===== src/rtl/sdram_port_arbiter_if.sv =====
// rtl/sdram_port_arbiter_if.sv - Requester and SDRAM-controller signals shared by the port arbiter
interface sdram_port_arbiter_if #(
  parameter int AW = 25,
  parameter int DW = 8
);
  logic          wr_strobe;
  logic [AW-1:0] wr_addr;
  logic [DW-1:0] wr_data;
  logic          wr_full;
  logic          wr_overrun;

  logic          rd0_req;
  logic [AW-1:0] rd0_addr;
  logic [DW-1:0] rd0_data;
  logic          rd0_valid;

  logic          rd1_req;
  logic [AW-1:0] rd1_addr;
  logic [DW-1:0] rd1_data;
  logic          rd1_valid;

  logic [AW-1:0] mem_addr;
  logic [DW-1:0] mem_din;
  logic          mem_we;
  logic          mem_rd;
  logic [DW-1:0] mem_dout;
  logic          mem_ready;

  // Arbiter side
  modport slave (
    input  wr_strobe, wr_addr, wr_data,
    output wr_full, wr_overrun,
    input  rd0_req, rd0_addr,
    output rd0_data, rd0_valid,
    input  rd1_req, rd1_addr,
    output rd1_data, rd1_valid,
    output mem_addr, mem_din, mem_we, mem_rd,
    input  mem_dout, mem_ready
  );

  // Requesters plus SDRAM controller side
  modport master (
    output wr_strobe, wr_addr, wr_data,
    input  wr_full, wr_overrun,
    output rd0_req, rd0_addr,
    input  rd0_data, rd0_valid,
    output rd1_req, rd1_addr,
    input  rd1_data, rd1_valid,
    input  mem_addr, mem_din, mem_we, mem_rd,
    output mem_dout, mem_ready
  );
endinterface


===== src/rtl/sdram_port_arbiter.sv =====
// rtl/sdram_port_arbiter.sv - Shares one SDRAM controller port between the download writer and two readers
module sdram_port_arbiter #(
  parameter int AW         = 25,
  parameter int DW         = 8,
  parameter bit USE_READY  = 1'b1,
  parameter int FIXED_WAIT = 6
) (
  input  logic                clk,
  input  logic                reset,
  sdram_port_arbiter_if.slave bus
);
  typedef enum logic [1:0] {IDLE, CMD, WAIT, DONE} state_t;
  typedef enum logic [1:0] {GNT_WR, GNT_RD0, GNT_RD1} gnt_t;

  localparam int CW = (FIXED_WAIT > 1) ? $clog2(FIXED_WAIT) : 1;
  localparam logic [CW-1:0] WAIT_LOAD = CW'(FIXED_WAIT - 1);

  state_t        state, state_nxt;
  gnt_t          gnt, gnt_nxt;
  logic          grant_any;
  logic          rr_ptr;
  logic [CW-1:0] wait_cnt;
  logic          ready_q;
  logic [DW-1:0] dout_buf;
  logic          complete;
  logic [DW-1:0] rd_word;

  logic          wr_full_q;
  logic          wr_overrun_q;
  logic [AW-1:0] wr_buf_addr;
  logic [DW-1:0] wr_buf_data;
  logic          wr_done;
  logic          wr_accept;

  logic [AW-1:0] addr_q;
  logic [DW-1:0] din_q;
  logic [DW-1:0] rd0_data_q;
  logic [DW-1:0] rd1_data_q;

  // mem_ready is registered before use, so handshake completion lands one cycle after it
  assign complete = USE_READY ? ready_q : (wait_cnt == '0);
  assign rd_word  = USE_READY ? dout_buf : bus.mem_dout;

  assign wr_done   = (state == DONE) && (gnt == GNT_WR);
  assign wr_accept = bus.wr_strobe && (!wr_full_q || wr_done);

  always_comb begin
    state_nxt = state;
    gnt_nxt   = gnt;
    grant_any = 1'b0;
    case (state)
      IDLE: begin
        // A strobe arriving in IDLE is granted straight away while it is also buffered
        if (wr_full_q || bus.wr_strobe) begin
          gnt_nxt   = GNT_WR;
          grant_any = 1'b1;
        end else if (bus.rd0_req && (!rr_ptr || !bus.rd1_req)) begin
          gnt_nxt   = GNT_RD0;
          grant_any = 1'b1;
        end else if (bus.rd1_req) begin
          gnt_nxt   = GNT_RD1;
          grant_any = 1'b1;
        end
        if (grant_any) begin
          state_nxt = CMD;
        end
      end
      CMD:  state_nxt = WAIT;
      WAIT: if (complete) state_nxt = DONE;
      DONE: state_nxt = IDLE;
      default: state_nxt = IDLE;
    endcase
  end

  always_ff @(posedge clk) begin
    if (reset) begin
      state        <= IDLE;
      gnt          <= GNT_RD0;
      rr_ptr       <= 1'b0;
      wait_cnt     <= '0;
      ready_q      <= 1'b0;
      dout_buf     <= '0;
      wr_full_q    <= 1'b0;
      wr_overrun_q <= 1'b0;
      wr_buf_addr  <= '0;
      wr_buf_data  <= '0;
      addr_q       <= '0;
      din_q        <= '0;
      rd0_data_q   <= '0;
      rd1_data_q   <= '0;
    end else begin
      state <= state_nxt;
      gnt   <= gnt_nxt;

      if ((state == IDLE) && grant_any) begin
        case (gnt_nxt)
          GNT_WR: begin
            addr_q <= wr_full_q ? wr_buf_addr : bus.wr_addr;
            din_q  <= wr_full_q ? wr_buf_data : bus.wr_data;
          end
          GNT_RD0: addr_q <= bus.rd0_addr;
          default: addr_q <= bus.rd1_addr;
        endcase
      end

      if (state == CMD) begin
        wait_cnt <= WAIT_LOAD;
      end else if ((state == WAIT) && (wait_cnt != '0)) begin
        wait_cnt <= wait_cnt - CW'(1);
      end

      ready_q <= (state == WAIT) && bus.mem_ready && !ready_q;
      if ((state == WAIT) && bus.mem_ready && !ready_q) begin
        dout_buf <= bus.mem_dout;
      end

      if ((state == WAIT) && complete && (gnt == GNT_RD0)) begin
        rd0_data_q <= rd_word;
      end
      if ((state == WAIT) && complete && (gnt == GNT_RD1)) begin
        rd1_data_q <= rd_word;
      end

      // After serving one reader the other one gets priority
      if ((state == DONE) && (gnt != GNT_WR)) begin
        rr_ptr <= (gnt == GNT_RD0);
      end

      if (wr_accept) begin
        wr_full_q   <= 1'b1;
        wr_buf_addr <= bus.wr_addr;
        wr_buf_data <= bus.wr_data;
      end else if (wr_done) begin
        wr_full_q <= 1'b0;
      end
      if (bus.wr_strobe && !wr_accept) begin
        wr_overrun_q <= 1'b1;
      end
    end
  end

  assign bus.mem_addr   = addr_q;
  assign bus.mem_din    = din_q;
  assign bus.mem_we     = (state == CMD) && (gnt == GNT_WR);
  assign bus.mem_rd     = (state == CMD) && (gnt != GNT_WR);
  assign bus.rd0_valid  = (state == DONE) && (gnt == GNT_RD0);
  assign bus.rd1_valid  = (state == DONE) && (gnt == GNT_RD1);
  assign bus.rd0_data   = rd0_data_q;
  assign bus.rd1_data   = rd1_data_q;
  assign bus.wr_full    = wr_full_q;
  assign bus.wr_overrun = wr_overrun_q;
endmodule

===== src/flat_wrapper.sv =====
// flat-port wrapper written by rule: the top's interface ports become plain ports
module sdram_port_arbiter_flat 
#(
  parameter int AW         = 25,
  parameter int DW         = 8,
  parameter bit USE_READY  = 1'b1,
  parameter int FIXED_WAIT = 6
)
  (clk, reset, bus_wr_strobe, bus_wr_addr, bus_wr_data, bus_wr_full, bus_wr_overrun, bus_rd0_req, bus_rd0_addr, bus_rd0_data, bus_rd0_valid, bus_rd1_req, bus_rd1_addr, bus_rd1_data, bus_rd1_valid, bus_mem_addr, bus_mem_din, bus_mem_we, bus_mem_rd, bus_mem_dout, bus_mem_ready);
  sdram_port_arbiter_if #(.AW(AW), .DW(DW)) bus_i ();
  input  logic clk;
  input  logic reset;
  input wire logic [$bits(bus_i.wr_strobe)-1:0] bus_wr_strobe;
  input wire logic [$bits(bus_i.wr_addr)-1:0] bus_wr_addr;
  input wire logic [$bits(bus_i.wr_data)-1:0] bus_wr_data;
  output wire logic [$bits(bus_i.wr_full)-1:0] bus_wr_full;
  output wire logic [$bits(bus_i.wr_overrun)-1:0] bus_wr_overrun;
  input wire logic [$bits(bus_i.rd0_req)-1:0] bus_rd0_req;
  input wire logic [$bits(bus_i.rd0_addr)-1:0] bus_rd0_addr;
  output wire logic [$bits(bus_i.rd0_data)-1:0] bus_rd0_data;
  output wire logic [$bits(bus_i.rd0_valid)-1:0] bus_rd0_valid;
  input wire logic [$bits(bus_i.rd1_req)-1:0] bus_rd1_req;
  input wire logic [$bits(bus_i.rd1_addr)-1:0] bus_rd1_addr;
  output wire logic [$bits(bus_i.rd1_data)-1:0] bus_rd1_data;
  output wire logic [$bits(bus_i.rd1_valid)-1:0] bus_rd1_valid;
  output wire logic [$bits(bus_i.mem_addr)-1:0] bus_mem_addr;
  output wire logic [$bits(bus_i.mem_din)-1:0] bus_mem_din;
  output wire logic [$bits(bus_i.mem_we)-1:0] bus_mem_we;
  output wire logic [$bits(bus_i.mem_rd)-1:0] bus_mem_rd;
  input wire logic [$bits(bus_i.mem_dout)-1:0] bus_mem_dout;
  input wire logic [$bits(bus_i.mem_ready)-1:0] bus_mem_ready;
  assign bus_i.wr_strobe = bus_wr_strobe;
  assign bus_i.wr_addr = bus_wr_addr;
  assign bus_i.wr_data = bus_wr_data;
  assign bus_wr_full = bus_i.wr_full;
  assign bus_wr_overrun = bus_i.wr_overrun;
  assign bus_i.rd0_req = bus_rd0_req;
  assign bus_i.rd0_addr = bus_rd0_addr;
  assign bus_rd0_data = bus_i.rd0_data;
  assign bus_rd0_valid = bus_i.rd0_valid;
  assign bus_i.rd1_req = bus_rd1_req;
  assign bus_i.rd1_addr = bus_rd1_addr;
  assign bus_rd1_data = bus_i.rd1_data;
  assign bus_rd1_valid = bus_i.rd1_valid;
  assign bus_mem_addr = bus_i.mem_addr;
  assign bus_mem_din = bus_i.mem_din;
  assign bus_mem_we = bus_i.mem_we;
  assign bus_mem_rd = bus_i.mem_rd;
  assign bus_i.mem_dout = bus_mem_dout;
  assign bus_i.mem_ready = bus_mem_ready;
  sdram_port_arbiter #(.AW(AW), .DW(DW), .USE_READY(USE_READY), .FIXED_WAIT(FIXED_WAIT)) u_core (.clk(clk), .reset(reset), .bus(bus_i));
endmodule

===== config.mk =====
export PLATFORM = sky130hd
export DESIGN_NAME = sdram_port_arbiter_flat
export DESIGN_NICKNAME = d
export VERILOG_FILES = /design/src/rtl/sdram_port_arbiter_if.sv /design/src/rtl/sdram_port_arbiter.sv /design/src/flat_wrapper.sv
export SDC_FILE = /design/constraint.sdc
export NUM_CORES = 1
export LEC_CHECK = 0
export ABC_CLOCK_PERIOD_IN_PS = 2240
export CAP_MARGIN = 30
export CORE_MARGIN = 2
export CORE_UTILIZATION = 42
export CTS_CLUSTER_DIAMETER = 150
export CTS_CLUSTER_SIZE = 30
export DETAILED_ROUTE_END_ITERATION = 12
export GPL_TIMING_DRIVEN = 0
export PLACE_DENSITY = 0.76
export SLEW_MARGIN = 5
export SYNTH_ARGS = -nofsm -noshare
export SYNTH_HDL_FRONTEND = slang
export SYNTH_SLANG_ARGS = --single-unit

===== constraint.sdc =====
create_clock -name clk -period 2.24 [get_ports clk]
set_clock_uncertainty 0.2 [all_clocks]
set_input_delay 0.448 -clock clk [delete_from_list [all_inputs] [get_ports clk]]
set_output_delay 0.448 -clock clk [all_outputs]
set_load 0.03 [all_outputs]

=== Yosys cells after proc, flatten, opt, wreduce, memory -nomap -nowiden ===
Index checks and enable logic that the tools add are counted.

* Register bits after elaboration: 98
* Input bits: 97
* Output and inout bits: 55
* Word-level logic and storage cells: 68

* Eq/ne operators: 8
* Multiplexer cells: 17
* Reduce and logical (&&, ||, !) cells: 30

{| class="wikitable"
|+ Operators with widths
! kind !! number
|-
| 25-bit case mux with 2 select lines || 1
|-
| 25-bit two-way mux || 1
|-
| 1-bit logical AND || 15
|-
| 2-bit two-way mux || 6
|-
| 8-bit two-way mux || 1
|-
| 2-bit case mux with 4 select lines || 1
|-
| 1-bit two-way mux || 7
|-
| 2-bit by 1-bit equality test with 1-bit output (second input constant) || 3
|-
| 2-bit equality test (second input constant) || 3
|-
| 2-bit zero test || 3
|-
| 1-bit zero test || 5
|-
| 2-bit by 1-bit != test with 1-bit output (second input constant) || 2
|-
| 2-bit AND reduction || 2
|-
| 2-bit nonzero test || 2
|-
| 1-bit logical OR || 3
|}

=== Logic depth before layout (Yosys ltp) ===
* Depth in word-level cells: 9
* Depth in mapped cells: 8
* Gate-level depth less buffers: 6

=== Least setup slack after synthesis ===
OpenSTA, ideal clock, no wires.

* Path kind: reg-to-reg
* From: register u_core.wr_full_q, in the netlist u_core.bus.wr_full
* To: register u_core.addr_q[10], in the netlist u_core.bus.mem_addr[10]
* Setup time: 140 ps
* Data arrival time: 1811 ps
* Required time: 1900 ps
* Slack: 88 ps
* Stages on the path, launching flop included: 7
* Buffers on the path: 3
* Clock period less this slack: 2152 ps
* Cells stage by stage: dfxtp_1 > buf_6 > buf_4 > clkbuf_1 > mux2_2 > a32oi_1 > o22ai_2

* Longest elaborated chain between the ends: 5
* Elaborated cells on any way between the ends: 11
* Classes of those cells: eq/ne: 1; mux: 7; reduce/logical: 3

{| class="wikitable"
|+ RTL lines
! what !! RTL line !! RTL
|-
| from (decl) || sdram_port_arbiter.sv:28 || <nowiki>logic wr_full_q;</nowiki>
|-
| from (signal assigned) || sdram_port_arbiter.sv:83 || <nowiki>wr_full_q <= 1'b0;</nowiki>
|-
| from (signal assigned) || sdram_port_arbiter.sv:130 || <nowiki>wr_full_q <= 1'b1;</nowiki>
|-
| from (signal assigned) || sdram_port_arbiter.sv:134 || <nowiki>wr_full_q <= 1'b0;</nowiki>
|-
| 1-bit logical OR || sdram_port_arbiter.sv:54 || <nowiki>if (wr_full_q || bus.wr_strobe) begin</nowiki>
|-
| 2-bit two-way mux / 1-bit two-way mux (equally long branches) || sdram_port_arbiter.sv:54 ||
|-
| 2-bit two-way mux / 1-bit two-way mux (equally long branches) || sdram_port_arbiter.sv:51 || <nowiki>case (state)</nowiki>
|-
| 2-bit by 1-bit equality test with 1-bit output (tied with other cells) || sdram_port_arbiter.sv:96 || <nowiki>case (gnt_nxt)</nowiki>
|-
| 25-bit case mux with 2 select lines / 1-bit logical AND (equally long branches) || sdram_port_arbiter.sv:96, sdram_port_arbiter.sv:95 ||
|-
| to (signal assigned) || sdram_port_arbiter.sv:98 || <nowiki>addr_q <= wr_full_q ? wr_buf_addr : bus.wr_addr;</nowiki>
|-
| to (signal assigned) || sdram_port_arbiter.sv:101 || <nowiki>GNT_RD0: addr_q <= bus.rd0_addr;</nowiki>
|-
| to (signal assigned) || sdram_port_arbiter.sv:102 || <nowiki>default: addr_q <= bus.rd1_addr;</nowiki>
|-
| to (decl) || sdram_port_arbiter.sv:35 || <nowiki>logic [AW-1:0] addr_q;</nowiki>
|}

Several ways; a longest one is shown, not always the timed one. The select of a mux whose other input is x is not followed.
A chain may end at the register's enable or synchronous reset.

=== Worst setup path after layout ===
* From: register u_core.state[0]
* To: register u_core.addr_q[8], in the netlist u_core.bus.mem_addr[8]

* Longest elaborated chain between the ends: 4
* Elaborated cells on any way between the ends: 7
* Classes of those cells: eq/ne: 1; mux: 3; reduce/logical: 3

{| class="wikitable"
|+ RTL lines
! what !! RTL line !! RTL
|-
| from (decl) || sdram_port_arbiter.sv:18 || <nowiki>state_t state, state_nxt;</nowiki>
|-
| from (signal assigned) || sdram_port_arbiter.sv:92 || <nowiki>state <= state_nxt;</nowiki>
|-
| 2-bit zero test (*) || sdram_port_arbiter.sv:51, sdram_port_arbiter.sv:95 ||
|-
| 2-bit two-way mux || sdram_port_arbiter.sv:51 ||
|-
| 2-bit by 1-bit equality test with 1-bit output / 2-bit zero test (equally long branches) || sdram_port_arbiter.sv:96 ||
|-
| 25-bit case mux with 2 select lines || sdram_port_arbiter.sv:96 ||
|}

Every way passes the cells marked *; elsewhere a longest branch is shown, timed or not.

==> PnR_summary.wiki <==
{| class="wikitable"
! Metric !! Value
|-
| Clock-pin slew of the registers on the worst-case setup and hold paths || ~0.11 ns
|-
| Deepest level of the CTS H-tree || 3
|-
| Antenna diode count || 0
|-
| Vias per cell || about 5.4
|-
| DRC viols || 0
|-
| Origin of the worst min-delay path || u_core.bus.rd0_data[2]
|-
| Slew of the pin with the lowest slew margin || about 0.76 ns
|-
| Headroom to the max-slew limit || 0.4925
|-
| Class of the tightest hold or removal check || reg2reg
|-
| Type of destination of the critical path || flip-flop
|-
| HPWL Detailed || around 11 mm
|-
| Wire length on met3 || roughly 1.3 mm
|-
| Clock latency at the later pin of the worst-skew pair || between 0.3 and 0.4 ns
|-
| Port Buf Inserts || roughly 150
|-
| Number of antenna violations at the first check in global routing || 0
|-
| Weighted congestion reported at the end of routability-driven placement || 0.8277
|-
| Maximum number of pins on one net before global-route repair || 19
|-
| Cell types with the largest area share after synthesis || dfxtp_1 42%, nand2_1 11%, a21oi_1 6.5%, mux2_2 6.0%, o22ai_2 5.3%
|-
| XOR/XNOR Fraction of Synth Area || 0
|-
| Worst hold slack after final layout || roughly 0.26 ns
|-
| Post-synthesis simple-gate area fraction || 0.1730
|-
| Number of different library cells in the post-synthesis netlist || 43
|-
| Post-route antenna net violation count || 0
|-
| Power Dens Cells || around 1100 nW/um^2
|-
| CTS hold repair buffers || 0
|-
| First-pass GRT wire length || 22.28 mm
|-
| MaxCap Viol Count || 0
|-
| Total Nets Final || 814
|-
| Global router's overall resource usage || 0.2357
|-
| Final design area excluding fillers || approximately 6800 sq um
|-
| Core area || between 10,000 and 15,000 sq um
|-
| Result of the run || completed
|-
| Number of setup violations in the final report || 0
|-
| Kind of critical path || reg2reg
|-
| Fraction of layout instances using a drive strength above 1 || 0.1841
|-
| Routed length on met2 || about 7 mm
|-
| Arithmetic-cell share of the synthesized area counting full adders, half adders and majority gates || 0.01329
|-
| Worst ir drop on vdd || between 0.6 and 0.7 mV
|-
| Inst Count DP || approximately 840
|-
| Buffers from clock root to sink, at most || 2
|-
| Multiplexer share of the synthesized area || 0.07893
|-
| Filler Cell Count || roughly 1,000
|-
| Highest metal layer used by the detailed router || met4
|-
| FFs w/ async S/R, synth || 0
|-
| Total number of vias || between 4,000 and 5,000
|-
| Tcrit/Tclk final || 0.9750
|-
| Maximum fanout along the worst path || 10
|-
| Horizontal die dimension || roughly 110 um
|-
| Most common cell after layout, fill and taps aside || clkdlybuf4s50_1
|-
| Clock sinks || just under 100
|-
| Die outline height || ~110 um
|-
| Final std cells w/o fill || 857
|-
| Synth Flop Type || dfxtp_1
|-
| Aggregate global routing overflow || 0
|-
| Number of synthesized register bits || between 90 and 100
|-
| Fraction of the mapped netlist area in compound gates || 0.2642
|-
| # IOs || ~150
|-
| Cell taking the most area after synthesis || dfxtp_1
|-
| Final wirelength || approximately 14 mm
|-
| First DRT Iteration DRCs || approximately 190
|-
| Hold Vio Cnt, Final || 0
|-
| Portion of the post-synthesis area used by sequential elements || 0.4167
|-
| Number of global-route vias before repair || approximately 4,600
|-
| Mean routed wirelength per cell || approximately 17 um
|-
| LEAKAGE || approximately 2.4 nW
|-
| Number of instances in the synthesized netlist || 546
|-
| Achievable clock frequency || approximately 0.46 GHz
|-
| Fin crit period || about 2.2 ns
|-
| Clock tree from TritonCTS || done
|-
| Full die area || ~12,000 sq um
|-
| Number of placement rows || 38
|-
| Data arrival at the endpoint of the critical path || 2.29 ns
|-
| Synth-to-Final Area Change || 43.74%
|-
| Synthesized net count || between 600 and 700
|-
| Syn avg cell area || roughly 8.6 sq um
|-
| Combinational family with the most area after synthesis || compound AO/OA/AOI/OAI gates
|-
| Detailed-routing iteration count for the pre-antenna-repair pass || 4
|-
| Root cell of the clock tree || clkbuf_8
|-
| Placed Instance Area || 6375 sq um
|-
| Share of Yosys cell area claimed by the top area cell type || 0.4167
|-
| Category of the worst setup path launch point || flip-flop
|-
| Yosys warns || 0
|-
| Sum of routed wire segments on met1 || around 6 mm
|-
| Worst Setup SP || u_core.state[0]
|-
| Reg-to-reg startpoint || u_core.state[0]
|-
| Num CTS Buffers || 9
|-
| Number of synthesized flops with an enable pin || 0
|-
| Worst path required time || between 2 and 2.5 ns
|-
| Effective utilization at floorplan || 0.4324
|-
| Slew Viols, Final || 0
|-
| Cell area after synthesis || 4708 sq um
|-
| Highest-count cells in the layout ignoring fill and taps || 145 x clkdlybuf4s50_1, 134 x nand2_1, 96 x dfxtp_1
|}
## through the flow
step           setup slack (ns)  total power [mW]    util   TNS, ns
2_1_floorplan           0.08848             4.700       -         0
3_3_place_gp            -0.4336             5.862  0.5855    -9.992
3_5_place_dp            -0.4995             5.964  0.5855    -11.07
4_1_cts                0.001801             7.090  0.6048         0
5_1_grt                -0.02121             7.677  0.6216  -0.03775
6_report                0.05610             7.305  0.6216         0
## critical path, cell delays in order, from the launching register on
cell and delay (ns):
dfxtp_2 0.35, inv_1 0.11, ha_1 0.17, or3b_4 0.41
o32ai_4 0.42, buf_6 0.24, a32oi_1 0.09, o22ai_2 0.12
## area by class of cell
| type | count | area, sq um | share of cell area |
|---|---|---|---|
| Multi-Input combinational cell | 398 | 2640 | 0.3901 |
| Sequential cell | 98 | 1964 | 0.2903 |
| Timing Repair Buffer | 156 | 1529 | 0.2259 |
| Buffer | 47 | 267.8 | 0.03956 |
| Tap cell | 140 | 175.2 | 0.02588 |
| Clock buffer | 9 | 123.9 | 0.01830 |
| Clock inverter | 7 | 60.06 | 0.008874 |
| Inverter | 2 | 7.507 | 0.001109 |
## final timing paths
check | to | slack, ns | depth (start not counted)
max | u_core.bus.mem_addr[8] | 0.06 | 7
min | u_core.bus.rd0_data[2] | 0.26 | 2
min reg2reg | u_core.bus.rd0_data[2] | 0.26 | 2
max reg2reg | u_core.bus.mem_addr[8] | 0.06 | 7
## state kept, by name (all words and copies together), names as in the netlist, 8 cells and up
| name | flops |
|---|---|
| u_core.wr_buf_data | 8 |
| u_core.bus.rd1_data | 8 |
| u_core.wr_buf_addr | 25 |
| u_core.dout_buf | 8 |
| u_core.bus.mem_din | 8 |
| u_core.bus.mem_addr | 25 |
| u_core.bus.rd0_data | 8 |
## synth_stat cells, types with 3 or more instances
cell,instances
nor2_1,41
nand2_1,134
a2bb2oi_1,25
mux2i_1,9
buf_4,7
nand3_1,9
buf_6,3
dfxtp_1,98
mux2_2,25
a32oi_1,24
buf_2,14
a21oi_1,61
clkbuf_1,22
nor2b_1,3
o22ai_1,5
a211oi_1,11
o22ai_2,20
ha_1,5
## layer usage
layer	global-route usage	vias to the layer above
met2	0.4027	183
met5	0	-
met4	0.07233	0
met1	0.2852	2173
met3	0.06758	12
li1	-	2271
## kinds of logic after synthesis
group           Yosys count
compound gates          160
simple gates            199
fa+ha+maj                 5
buf+inv                  50
flops                    98
mux                      34
## power by group
part	leakage [nW]	internal, mW	total [mW]	switching, mW
Clock	0.0848	0.423	1.12	0.698
Combinational	1.55	1.63	3.80	2.17
Sequential	0.803	2.11	2.39	0.280
## what timing repair did
action / 4_1_cts / 5_1_grt
pin swaps: 0 / 2
resized for setup: 15 / 44
setup buffers: 1 / 4
gates cloned: 0 / 2
endpoints found under the setup margin: 28 / 57
(Power assumes the default switching activity.)
